**src/rtl/misaligned_access_unit.sv**
```systemverilog
// misaligned_access_unit: passes aligned loads/stores straight to data_memory and
// splits misaligned halfword/word accesses into sequential byte accesses while stalling the core.
module misaligned_access_unit #(
    parameter int ADDR_WIDTH = 32,
    parameter int DATA_WIDTH = 32,
    parameter int CNT_WIDTH  = 16
) (
    input  logic                  clk,
    input  logic                  rstn,
    input  logic                  req_read,
    input  logic                  req_write,
    input  logic [ADDR_WIDTH-1:0] req_addr,
    input  logic [DATA_WIDTH-1:0] req_wdata,
    input  logic [1:0]            req_type,
    input  logic                  req_unsigned,
    output logic                  stall,
    output logic [DATA_WIDTH-1:0] rdata,
    output logic [ADDR_WIDTH-1:0] mem_address,
    output logic [DATA_WIDTH-1:0] mem_write_data,
    output logic                  mem_read,
    output logic                  mem_write,
    output logic [1:0]            mem_ls_type,
    output logic                  mem_unsigned,
    input  logic [DATA_WIDTH-1:0] mem_read_data,
    output logic [CNT_WIDTH-1:0]  misaligned_cnt
);
    localparam logic [1:0] LS_BYTE = 2'b00;
    localparam logic [1:0] LS_HALF = 2'b01;
    localparam logic [1:0] LS_WORD = 2'b10;

    typedef enum logic {IDLE, SPLIT} state_t;

    state_t                r_state, w_next;
    logic [1:0]            r_idx;
    logic [DATA_WIDTH-1:0] r_buf;
    logic [DATA_WIDTH-1:0] r_wdata;
    logic [ADDR_WIDTH-1:0] r_addr;
    logic                  r_write;
    logic                  r_half;
    logic                  r_unsigned;
    logic [CNT_WIDTH-1:0]  r_cnt;

    logic                  w_req;
    logic [1:0]            w_type;
    logic                  w_mis;
    logic                  w_start;
    logic                  w_last;
    logic [4:0]            w_shift;
    logic [7:0]            w_byte_in;
    logic [7:0]            w_wbyte;
    logic [DATA_WIDTH-1:0] w_asm;
    logic [DATA_WIDTH-1:0] w_ext;

    assign w_req     = req_read | req_write;
    assign w_type    = (req_type == LS_BYTE || req_type == LS_HALF) ? req_type : LS_WORD;
    assign w_mis     = ((w_type == LS_HALF) & req_addr[0]) | ((w_type == LS_WORD) & (|req_addr[1:0]));
    assign w_start   = (r_state == IDLE) & w_req & w_mis;
    assign w_last    = (r_state == SPLIT) & (r_idx == (r_half ? 2'd1 : 2'd3));
    assign w_shift   = {r_idx, 3'b000};
    assign w_byte_in = mem_read_data[7:0];
    assign w_wbyte   = r_wdata[w_shift +: 8];
    // The final byte is still on the memory bus, so merge it live rather than waiting a cycle.
    assign w_asm     = r_buf | ({{(DATA_WIDTH-8){1'b0}}, w_byte_in} << w_shift);
    assign w_ext     = r_half ? {{16{~r_unsigned & w_asm[15]}}, w_asm[15:0]} : w_asm;
    assign misaligned_cnt = r_cnt;

    always_ff @(posedge clk or negedge rstn) begin
        if (!rstn)
            r_state <= IDLE;
        else
            r_state <= w_next;
    end

    always_comb begin
        w_next = w_start ? SPLIT : w_last ? IDLE : r_state;
    end

    // Outputs are gated by rstn so an abandoned split stops driving memory immediately.
    always_comb begin
        stall          = 1'b0;
        rdata          = '0;
        mem_address    = '0;
        mem_write_data = '0;
        mem_read       = 1'b0;
        mem_write      = 1'b0;
        mem_ls_type    = LS_BYTE;
        mem_unsigned   = 1'b0;
        if (rstn && r_state == SPLIT) begin
            mem_address    = r_addr + ADDR_WIDTH'(r_idx);
            mem_write_data = {{(DATA_WIDTH-8){1'b0}}, w_wbyte};
            mem_read       = ~r_write;
            mem_write      = r_write;
            mem_unsigned   = 1'b1;
            stall          = ~w_last;
            rdata          = (w_last & ~r_write) ? w_ext : '0;
        end else if (rstn && w_req) begin
            mem_address    = req_addr;
            mem_read       = ~req_write;
            mem_write      = req_write;
            mem_ls_type    = w_mis ? LS_BYTE : w_type;
            mem_unsigned   = w_mis | req_unsigned;
            mem_write_data = w_mis ? {{(DATA_WIDTH-8){1'b0}}, req_wdata[7:0]} : req_wdata;
            stall          = w_mis;
            rdata          = (w_mis | req_write) ? '0 : mem_read_data;
        end
    end

    always_ff @(posedge clk or negedge rstn) begin
        if (!rstn) begin
            r_idx      <= '0;
            r_buf      <= '0;
            r_wdata    <= '0;
            r_addr     <= '0;
            r_write    <= 1'b0;
            r_half     <= 1'b0;
            r_unsigned <= 1'b0;
            r_cnt      <= '0;
        end else if (w_start) begin
            r_idx      <= 2'd1;
            r_buf      <= {{(DATA_WIDTH-8){1'b0}}, w_byte_in};
            r_wdata    <= req_wdata;
            r_addr     <= req_addr;
            r_write    <= req_write;
            r_half     <= (w_type == LS_HALF);
            r_unsigned <= req_unsigned;
        end else if (r_state == SPLIT) begin
            r_buf[w_shift +: 8] <= w_byte_in;
            r_idx               <= r_idx + 2'd1;
            if (w_last && !(&r_cnt))
                r_cnt <= r_cnt + CNT_WIDTH'(1);
        end
    end
endmodule

```
**config.mk**
```make
export PLATFORM = sky130hd
export DESIGN_NAME = misaligned_access_unit
export DESIGN_NICKNAME = d
export VERILOG_FILES = /design/src/rtl/misaligned_access_unit.sv
export SDC_FILE = /design/constraint.sdc
export NUM_CORES = 1
export LEC_CHECK = 0
export ABC_AREA = 1
export BUFFER_PORTS_ARGS = -buffer_cell sky130_fd_sc_hd__buf_2
export CAP_MARGIN = 20
export CORE_ASPECT_RATIO = 0.75
export CORE_MARGIN = 2
export CORE_UTILIZATION = 55
export CTS_BUF_LIST = sky130_fd_sc_hd__clkbuf_2
export DETAILED_ROUTE_END_ITERATION = 10
export PLACE_DENSITY = 0.86
export SKIP_CTS_REPAIR_TIMING = 1
export SYNTH_ARGS = -nofsm -noshare
export SYNTH_HDL_FRONTEND = slang
export SYNTH_SLANG_ARGS = --single-unit
```
**constraint.sdc**
```tcl
create_clock -name clk -period 5.2 [get_ports clk]
set_input_delay 0.78 -clock clk [delete_from_list [all_inputs] [get_ports clk]]
set_output_delay 0.78 -clock clk [all_outputs]
set_load 0.01 [all_outputs]
```
==> metrics.cfg <==
[die]
die-area_sq_um = 15400
fp.dieW_um = 143
dieHeight_um = 108
io_pins = 221
num_rows = 38
core_area_sq_um = 14300
start_util_pct = 55.5

[yosys]
synth.area.top_cells = dfrtp_1, nand2_1, inv_1, nor2_1, nand3_1
seq_area_frac_synth_pct = 37.2
synth_warnings = 0
synth.avg_cell_area_sq_um = 6.66
synth-seq-cells = 118
syn_area_sq_um = 7950
syn-num-nets = 1304
netlist.area_leader.share_pct = 37.2
synthCells = 1193
yosysUniqueCellTypes = 40
yosys.area.top_type = dfrtp_1

[sta]
fmax_ghz = 0.224
hold_slack_ns = 0.258
rsz0062_at_grt = no
finalSetupTns_ns = 0
fin_crit_ns = 4.47
fin_crit_sh_pct = 86.0
setup_violations = 0
hold_viol_final = 0
worst_pin_slew_ns = 0.851
drv_slew = 0
skew_ns = 0.0344
slew_headroom_pct = 43.3

[cts]
cts_root_buf = clkbuf_2
cts_tree = done
cts_max_level = 4
cts_buffer_depth = 2
cts_sinks = 118
path_clk_slew_ns = 0.18
insertion_delay_ns = 0.69
numCtsBuffers = 17

[critical_path]
crit_family = simple AND/OR/NAND/NOR gates
cp.arrival_ns = 3.69
reg2reg_setup_slack_ns = 2.36
path_buf_inv = 2
worstSetupStartpointType = flip-flop
cp-end-kind = output port
slowest_stage = dfrtp_1
worstSetupPathType = flip-flop to output port
slowest_delay_ns = 0.93
crit_top_cell = nand2_1
path_cells = clkinv_1, fa_1, nor2_1, nand2_2, nor2_4, nand2_1, nand2_1, nand2_1, o21ai_1, buf_2
crit_fanout = 21
required_ns = 4.42

[placed_design]
dp_hpwl_um = 16600
post_dp_cell_area_sq_um = 9040
io_buffers = 220
gp_congestion = 0.942

[routing]
wirelength_um = 23000
ant_nets = 0
vias_per_cell = 5.32
drc = 0
wl_per_cell_um = 14.4
first_iter_violations = 763
drtPass1Iterations = 5
vias = 8533

[status]
status = finished clean

[finish]
nets = 1503
drive_gt1_share_pct = 21.3
final_core_util_pct = 65.1
stdcell_area_sq_um = 9310
syn_to_final_growth_pct = 17.2
fillers = 1306

[global_route]
grt_pass1_wl_um = 36900
overflow = 0
grt_pass1_vias = 7583
antenna_found_initial = 1
track_usage_pct = 30.3
grt_max_degree = 62

[power_and_ir_drop]
vdd_drop_max_v = 0.000232
p_leak_nw = 5.17
p_per_area_nw_per_um2 = 479
p_total_mw = 4.46

[min_path]
hp-class = input pin to async pin

[job]
max_cap_violations = 0

-- worst reg2reg max path: cells and delay by family, from the launching register on --
family / cells / cell delay [ns]
flip-flops: 1 / 0.93
buffers and inverters: 4 / 0.84
AND/OR/NAND/NOR: 3 / 0.43
adder cells (fa/ha/maj): 1 / 0.41
AO/OA/AOI/OAI: 1 / 0.17
-- power breakdown --
group	total [mW]	internal (mW)	switching, mW
clock	0.666	0.306	0.360
combinational	2.20	0.750	1.45
sequential	1.60	1.28	0.313
-- per-stage QoR --
step	std cells	worst slack (ns)
CTS	1601	0.747
global route	1603	0.531
detailed placement	1572	1.47
global placement	1572	1.49
floorplan	1193	2.13
finish	1603	0.728
-- state kept, by name, indices dropped and copies added (netlist names) --
register and flops:
r_state 1, r_half 1, r_addr 32, misaligned_cnt 16
r_unsigned 1, r_buf 32, r_wdata 32, r_write 1
r_idx 2
-- path summary, 6_finish.rpt --
kind | startpoint | cells past startpoint | end
max | r_idx[1] | 10 | mem_address[18]
min | rstn | 2 | r_buf[13]
max reg2reg | r_idx[1] | 9 | r_buf[16]
min reg2reg | r_wdata[14] | 2 | r_wdata[14]
max in group asynchronous | rstn | 3 | misaligned_cnt[0]
min in group clk | req_addr[4] | 3 | r_addr[4]
-- Yosys cell counts, drive strengths merged --
library cell,count
nand2,540
inv,125
dfrtp,118
nor2,100
o21ai,70
nand3,53
buf,39
o211ai,24
nand4,20
a21oi,17
o21a,16
o22ai,12
clkbuf,10
xor2,9
a32o,8
ha,7
nor3,7
xnor2,5
clkinv,3
nand3b,3
nor4,3
a211oi,1
a22o,1
and2,1
fa,1
-- layout make-up --
class	count	area [sq um]	area share (%)
tap	200	250	2.69
multi-input combinational	898	4190	45.0
sequential	118	2950	31.7
clock inverter	11	160	1.72
antenna	1	2.50	0.0269
timing repair buffer	229	1180	12.7
inverter	128	483	5.19
clock buffer	18	90.1	0.968
-- layout by cell type, fill, tap and decap left out, drive strengths merged, types with 7 or more instances in the layout --
cell type  Yosys  layout
a21oi         17      17
a32o           8       8
buf           39     229
clkbuf        10      18
clkinv         3       9
dfrtp        118     118
ha             7       7
inv          125     125
nand2        540     540
nand3         53      53
nand4         20      20
nor2         100     100
nor3           7       7
o211ai        24      24
o21a          16      16
o21ai         70      70
o22ai         12      12
xor2           9       9
-- layer usage --
layer  wire length [um]  up-vias  GRT usage [%]
li1                   -     4168              -
met1              10500     3888           43.7
met2              10200      434           47.0
met3               1840       43           4.65
met4                510        0           10.3
met5                  0        -              0
-- kinds of logic after synthesis --
| family | Yosys count | share of synthesized area, % |
|---|---|---|
| xor gates and xnor gates | 14 | 1.54 |
| AOI/OAI and AO/OA | 149 | 12.5 |
| DFF | 118 | 37.2 |
| and+or+nand+nor | 727 | 37.3 |
| buffers and inverters | 177 | 10.1 |
| adders and majority gates | 8 | 1.35 |
(Power assumes the default switching activity.)
